===== src/rtl/uart_8250_init_ctrl_if.sv =====
// Wishbone classic bus bundle for the UART init controller.
// The master drives the request; the slave returns ack and read data.
interface uart_8250_init_ctrl_if;
  logic [31:0] ADR;
  logic [31:0] DAT_W;
  logic [31:0] DAT_R;
  logic        WE;
  logic [3:0]  SEL;
  logic        STB;
  logic        CYC;
  logic        ACK;

  modport master (
    output ADR, DAT_W, WE, SEL, STB, CYC,
    input  DAT_R, ACK
  );

  modport slave (
    input  ADR, DAT_W, WE, SEL, STB, CYC,
    output DAT_R, ACK
  );
endinterface


===== src/rtl/uart_8250_init_ctrl.sv =====
// UART 8250 init controller: writes a fixed init sequence, then passes CPU through.
// Optional ACK timeout guarded by macro UART_INIT_TIMEOUT_EN.
module uart_8250_init_ctrl #(
  parameter logic [31:0] BASE_ADDR   = 32'h1250_0000,
  parameter logic [15:0] DIVISOR     = 16'd27,
  parameter logic [7:0]  LCR_VAL     = 8'h03,
  parameter logic [7:0]  FCR_VAL     = 8'h07,
  parameter logic [7:0]  IER_VAL     = 8'h01,
  parameter logic [7:0]  START_DELAY = 8'd4,
  parameter logic [15:0] TIMEOUT     = 16'd255
) (
  input  logic                         CLK_I,
  input  logic                         RST_I,
  uart_8250_init_ctrl_if.slave         S,
  uart_8250_init_ctrl_if.master        M,
  input  logic                         reinit,
  output logic                         init_done,
  output logic                         init_err
);

  typedef enum logic [1:0] {
    ST_DELAY,
    ST_REQ,
    ST_GAP,
    ST_PASS
  } state_e;

  state_e     state_q, state_d;
  logic [2:0] step_q, step_d;
  logic [7:0] dly_q, dly_d;
  logic       done_q, done_d;
  logic       pend_q, pend_d;

  logic [2:0] off;
  logic [7:0] val;
  logic       last_step;
  logic       dly_end;

`ifdef UART_INIT_TIMEOUT_EN
  logic [15:0] tmo_q, tmo_d;
  logic        err_q, err_d;
`else
  logic        unused_tmo;
  assign unused_tmo = ^TIMEOUT;
`endif

  assign last_step = (step_q == 3'd5);
  assign dly_end   = ({1'b0, dly_q} + 9'd1) >= {1'b0, START_DELAY};

  // Register offset and value written by each init step
  always_comb begin
    off = 3'd1;
    val = IER_VAL;
    unique case (step_q)
      3'd0: begin off = 3'd3; val = 8'h80;          end
      3'd1: begin off = 3'd0; val = DIVISOR[7:0];   end
      3'd2: begin off = 3'd1; val = DIVISOR[15:8];  end
      3'd3: begin off = 3'd3; val = LCR_VAL;        end
      3'd4: begin off = 3'd2; val = FCR_VAL;        end
      default: begin off = 3'd1; val = IER_VAL;     end
    endcase
  end

  // Sequencer next state
  always_comb begin
    state_d = state_q;
    step_d  = step_q;
    dly_d   = dly_q;
    done_d  = done_q;
    pend_d  = pend_q;
`ifdef UART_INIT_TIMEOUT_EN
    tmo_d   = tmo_q;
    err_d   = err_q;
`endif
    unique case (state_q)
      ST_DELAY: begin
        pend_d = 1'b0;
        if (dly_end) begin
          state_d = ST_REQ;
          step_d  = 3'd0;
          dly_d   = 8'd0;
`ifdef UART_INIT_TIMEOUT_EN
          tmo_d   = 16'd0;
`endif
        end else begin
          dly_d = dly_q + 8'd1;
        end
      end
      ST_REQ: begin
        if (M.ACK) begin
          state_d = ST_GAP;
        end
`ifdef UART_INIT_TIMEOUT_EN
        else begin
          tmo_d = tmo_q + 16'd1;
          if (tmo_d == TIMEOUT) begin
            state_d = ST_PASS;
            done_d  = 1'b1;
            err_d   = 1'b1;
          end
        end
`endif
      end
      ST_GAP: begin
        if (last_step) begin
          state_d = ST_PASS;
          done_d  = 1'b1;
        end else begin
          state_d = ST_REQ;
          step_d  = step_q + 3'd1;
`ifdef UART_INIT_TIMEOUT_EN
          tmo_d   = 16'd0;
`endif
        end
      end
      ST_PASS: begin
        // never cut a CPU cycle: hold the request until CYC drops
        if (reinit || pend_q) begin
          if (S.CYC) begin
            pend_d = 1'b1;
          end else begin
            state_d = ST_DELAY;
            dly_d   = 8'd0;
            done_d  = 1'b0;
            pend_d  = 1'b0;
`ifdef UART_INIT_TIMEOUT_EN
            err_d   = 1'b0;
`endif
          end
        end
      end
      default: state_d = ST_DELAY;
    endcase
  end

  // Sequencer state registers
  always_ff @(posedge CLK_I or negedge RST_I) begin
    if (!RST_I) begin
      state_q <= ST_DELAY;
      step_q  <= 3'd0;
      dly_q   <= 8'd0;
      done_q  <= 1'b0;
      pend_q  <= 1'b0;
`ifdef UART_INIT_TIMEOUT_EN
      tmo_q   <= 16'd0;
      err_q   <= 1'b0;
`endif
    end else begin
      state_q <= state_d;
      step_q  <= step_d;
      dly_q   <= dly_d;
      done_q  <= done_d;
      pend_q  <= pend_d;
`ifdef UART_INIT_TIMEOUT_EN
      tmo_q   <= tmo_d;
      err_q   <= err_d;
`endif
    end
  end

  // Bus mux: own writes in REQ, CPU pass-through in PASS, idle otherwise
  always_comb begin
    M.ADR   = 32'd0;
    M.DAT_W = 32'd0;
    M.WE    = 1'b0;
    M.SEL   = 4'd0;
    M.STB   = 1'b0;
    M.CYC   = 1'b0;
    S.ACK   = 1'b0;
    S.DAT_R = 32'd0;
    unique case (1'b1)
      (state_q == ST_PASS): begin
        M.ADR   = S.ADR;
        M.DAT_W = S.DAT_W;
        M.WE    = S.WE;
        M.SEL   = S.SEL;
        M.STB   = S.STB;
        M.CYC   = S.CYC;
        S.ACK   = M.ACK;
        S.DAT_R = M.DAT_R;
      end
      (state_q == ST_REQ): begin
        M.ADR   = BASE_ADDR + {29'd0, off};
        M.DAT_W = {24'd0, val};
        M.WE    = 1'b1;
        M.SEL   = 4'b0001;
        M.STB   = 1'b1;
        M.CYC   = 1'b1;
      end
      default: ;
    endcase
  end

  assign init_done = done_q;
`ifdef UART_INIT_TIMEOUT_EN
  assign init_err  = err_q;
`else
  assign init_err  = 1'b0;
`endif

endmodule


===== src/flat_wrapper.sv =====
// flat-port wrapper written by rule: the top's interface ports become plain ports
module uart_8250_init_ctrl_flat 
#(
  parameter logic [31:0] BASE_ADDR   = 32'h1250_0000,
  parameter logic [15:0] DIVISOR     = 16'd27,
  parameter logic [7:0]  LCR_VAL     = 8'h03,
  parameter logic [7:0]  FCR_VAL     = 8'h07,
  parameter logic [7:0]  IER_VAL     = 8'h01,
  parameter logic [7:0]  START_DELAY = 8'd4,
  parameter logic [15:0] TIMEOUT     = 16'd255
)
  (CLK_I, RST_I, reinit, init_done, init_err, S_ADR, S_DAT_W, S_WE, S_SEL, S_STB, S_CYC, S_DAT_R, S_ACK, M_ADR, M_DAT_W, M_WE, M_SEL, M_STB, M_CYC, M_DAT_R, M_ACK);
  uart_8250_init_ctrl_if S_i ();
  uart_8250_init_ctrl_if M_i ();
  input  logic CLK_I;
  input  logic RST_I;
  input  logic reinit;
  output logic init_done;
  output logic init_err;
  input wire logic [$bits(S_i.ADR)-1:0] S_ADR;
  input wire logic [$bits(S_i.DAT_W)-1:0] S_DAT_W;
  input wire logic [$bits(S_i.WE)-1:0] S_WE;
  input wire logic [$bits(S_i.SEL)-1:0] S_SEL;
  input wire logic [$bits(S_i.STB)-1:0] S_STB;
  input wire logic [$bits(S_i.CYC)-1:0] S_CYC;
  output wire logic [$bits(S_i.DAT_R)-1:0] S_DAT_R;
  output wire logic [$bits(S_i.ACK)-1:0] S_ACK;
  output wire logic [$bits(M_i.ADR)-1:0] M_ADR;
  output wire logic [$bits(M_i.DAT_W)-1:0] M_DAT_W;
  output wire logic [$bits(M_i.WE)-1:0] M_WE;
  output wire logic [$bits(M_i.SEL)-1:0] M_SEL;
  output wire logic [$bits(M_i.STB)-1:0] M_STB;
  output wire logic [$bits(M_i.CYC)-1:0] M_CYC;
  input wire logic [$bits(M_i.DAT_R)-1:0] M_DAT_R;
  input wire logic [$bits(M_i.ACK)-1:0] M_ACK;
  assign S_i.ADR = S_ADR;
  assign S_i.DAT_W = S_DAT_W;
  assign S_i.WE = S_WE;
  assign S_i.SEL = S_SEL;
  assign S_i.STB = S_STB;
  assign S_i.CYC = S_CYC;
  assign S_DAT_R = S_i.DAT_R;
  assign S_ACK = S_i.ACK;
  assign M_ADR = M_i.ADR;
  assign M_DAT_W = M_i.DAT_W;
  assign M_WE = M_i.WE;
  assign M_SEL = M_i.SEL;
  assign M_STB = M_i.STB;
  assign M_CYC = M_i.CYC;
  assign M_i.DAT_R = M_DAT_R;
  assign M_i.ACK = M_ACK;
  uart_8250_init_ctrl #(.BASE_ADDR(BASE_ADDR), .DIVISOR(DIVISOR), .LCR_VAL(LCR_VAL), .FCR_VAL(FCR_VAL), .IER_VAL(IER_VAL), .START_DELAY(START_DELAY), .TIMEOUT(TIMEOUT)) u_core (.CLK_I(CLK_I), .RST_I(RST_I), .S(S_i), .M(M_i), .reinit(reinit), .init_done(init_done), .init_err(init_err));
endmodule

===== config.mk =====
export PLATFORM = sky130hd
export DESIGN_NAME = uart_8250_init_ctrl_flat
export DESIGN_NICKNAME = d
export VERILOG_FILES = /design/src/rtl/uart_8250_init_ctrl_if.sv /design/src/rtl/uart_8250_init_ctrl.sv /design/src/flat_wrapper.sv
export SDC_FILE = /design/constraint.sdc
export NUM_CORES = 1
export LEC_CHECK = 0
export ABC_AREA = 1
export ABC_CLOCK_PERIOD_IN_PS = 4100
export BUFFER_PORTS_ARGS = -buffer_cell sky130_fd_sc_hd__buf_4
export CORE_AREA = 5 5 80 82
export CTS_CLUSTER_SIZE = 12
export DETAILED_ROUTE_END_ITERATION = 16
export DIE_AREA = 0 0 85 87
export PLACE_DENSITY_LB_ADDON = 0.12
export REMOVE_ABC_BUFFERS = 1
export SETUP_SLACK_MARGIN = 0.5
export SKIP_LAST_GASP = 1
export SLEW_MARGIN = 15
export SYNTH_ARGS = -nofsm -noshare
export SYNTH_HDL_FRONTEND = slang
export SYNTH_SLANG_ARGS = --single-unit
export TNS_END_PERCENT = 50

===== constraint.sdc =====
create_clock -name CLK_I -period 4.1 [get_ports CLK_I]
set_input_delay 0.205 -clock CLK_I [delete_from_list [all_inputs] [get_ports CLK_I]]
set_output_delay 0.205 -clock CLK_I [all_outputs]
set_load 0.1 [all_outputs]

==> qor.yml <==
outcome: "finished clean"
r2r_start: "u_core.state_q[0]"
fillCellCount: 547
grt_overflow: 0
dr_total_vias: 2709
drive_gt1_frac: 0.394
routed_wl_mm: 8.67
dieHeight_um: 87
area_growth_pct: 88.0
nets: 691
holdWs_ps: 190
synth_seq_area_share: 0.196
grt_pass1_wl_mm: 12.6
tightest_slew_ps: 1010
grt_usage: 0.213
cts_tree: "yes"
fmax_mhz: 411
grt_pass1_vias: 2463
min_period_over_period: 0.593
die_area_um2: 7400
finalHoldViolCount: 0
maxCapViolations: 0
ctsResizeCount: 0
grt_max_degree: 110
fin_crit_ps: 2430
finalSetupTns_ps: 0
final_cells: 649
die_x_um: 85
peakVddDrop_uv: 885
pin_count: 213
max_stage_delay_ps: 850
synth_top_cell_area_share: 0.318
place_inst: 643
core_area_um2: 5680
wl_per_cell_um: 13.4
ys_ff_latch: 15
synth_area_leaders: "nand2_1, inv_1, dfrtp_1, ha_1, nand3_1"
gp_congestion: 0.921
hp-class: "input port to register"
synth.avg_cell_area_um2: 5.16
cp_common_cell: "nand2_1"
portBuffers: 211
crit_chain: "ha_4 > nand2_1 > nand2_1 > buf_4"
timing.slew.headroom: 0.326
path_clk_slew_ps: 60
crit_start: "u_core.state_q[0]"
synth_area_um2: 1910
root_buffer: "clkbuf_8"
p_leak_uw: 0.00274
skew_ps: 1.69
drtAntennaViolNets: 0
via_per_inst: 4.17
hp-start: "S_CYC"
end_kind: "output pin"
clockBufferDepth: 2
startpoint_type: "register"
yosysTopAreaCell: "nand2_1"
initial_utilization: 0.337
setup_violations: 0
rows: 28
synth.distinct_cells: 24
clk_latency_ps: 250
cts_sinks: 15
cts_inserted_buffers: 3
drt_iter0_drc: 113
antenna_found_initial: 0
crit_path_top_delay_cell: "ha_4"
cp.arrival_ps: 2230
cp_max_fo: 109
netlist_instances: 371
rsz0062_at_grt: "false"
yosysWarnings: 0
dr.pass1.iters: 4
crit_type: "register to output pin"
drcViolationCount: 0
power.density_nw_per_um2: 837
cts_max_level: 1
crit_required_ps: 3890
dpl.hpwl_mm: 7.47
maxSlewViolCount: 0
placed cells by master (no fill, tap or decap):
cell type      Yosys  final
buf_4              2    211
clkinv_1           1      1
nand2_2            4      4
a32oi_1            1      1
nand3_2            1      1
nand2_1          162    162
inv_1            111    111
nand3_4            1      1
clkbuf_8           0      3
conb_1             1      1
nand3b_1           2      2
nand4_1            2      2
dfrtp_1           15     15
nor2_2             1      1
nor3_1             1      1
or2_2              1      1
nor2_1            14     14
diode_2            0      1
ha_1              10      9
o21ai_0            7      7
o21ai_1            2      2
clkinv_2           0      1
ha_4               0      1
nor2_4             2      2
nand3_1           18     18
dlygate4sd3_1      0      1
metrics by stage:
stage	utilization	setup slack, ps	power (uW)	instance area, um^2
after CTS	0.634	1680	3030	3600
final	0.634	1670	3010	3600
after floorplan	-	487	2340	1850
after global routing	0.634	1490	3150	3600
after global placement	0.624	1980	2890	3540
after detailed placement	0.624	1920	2900	3540
routing by layer:
metal	GRT usage	vias up	share of wire	wire length, um
met5	0	-	0	0
met2	0.367	104	0.50	4300
li1	-	1443	-	-
met3	0.0501	16	0.088	762
met1	0.264	1146	0.39	3380
met4	0.0633	0	0.026	226
flip-flops by register name (all words and copies together), names as in the netlist:
register,cells
u_core.dly_q,8
u_core.step_q,3
u_core.state_q,2
u_core.init_done,1
u_core.pend_q,1
worst max-delay path: cells and delay by family (launching register included):
kind	cells	cell delay (ps)
DFF	1	450
and+or+nand+nor	2	340
buffers and inverters	1	300
adders and majority gates	1	850
final cells by class:
class	count	area, um^2	area share
inverters	112	420	0.117
repair buffers	212	1590	0.443
flip-flops and latches	15	375	0.104
multi-input cells	230	1070	0.296
diodes	1	2.50	0.000695
clock inverters	1	5.00	0.00139
clock buffers	3	41.3	0.0115
well taps	75	93.8	0.0261
Yosys cell counts, drive strengths merged:
cell    number
nor3         1
conb         1
o21ai        9
inv        111
buf         10
clkinv       1
nand3b       2
nand3       20
nor2        17
or2          1
nand4        2
dfrtp       15
clkbuf       4
nand2      166
ha          10
a32oi        1
repair_timing:
item	CTS	global route
setup endpoints to repair	0	0
hold endpoints to repair	15	0
hold buffers	1	0
setup buffers	0	0
final timing paths:
| kind | cells after the start | slack, ps | endpoint |
|---|---|---|---|
| setup / recovery | 4 | 1670 | M_CYC |
| hold / removal | 3 | 190 | u_core.pend_q |
| setup reg to reg | 7 | 1920 | u_core.dly_q[0] |
| hold reg to reg | 2 | 500 | u_core.init_done |
| max in group asynchronous | 2 | 3590 | u_core.dly_q[1] |
| min in group asynchronous | 2 | 340 | u_core.step_q[1] |
kinds of logic (layout without fill, tap and decap cells):
family,after synthesis,count (layout),share of synthesized area
buffers and inverters,126,328,0.254
AND/OR/NAND/NOR,209,209,0.455
flip-flops,15,15,0.196
other,1,2,0.00196
adder cells (fa/ha/maj),10,10,0.0654
AO/OA/AOI/OAI,10,10,0.0281
where the power goes:
group | leakage (uW) | internal [uW] | switching, uW
sequential | 0.000200 | 183 | 42.5
clock | 0.0000255 | 67.4 | 53.2
combinational | 0.00251 | 519 | 2150
Note: power is estimated with default switching activity, not from simulation.
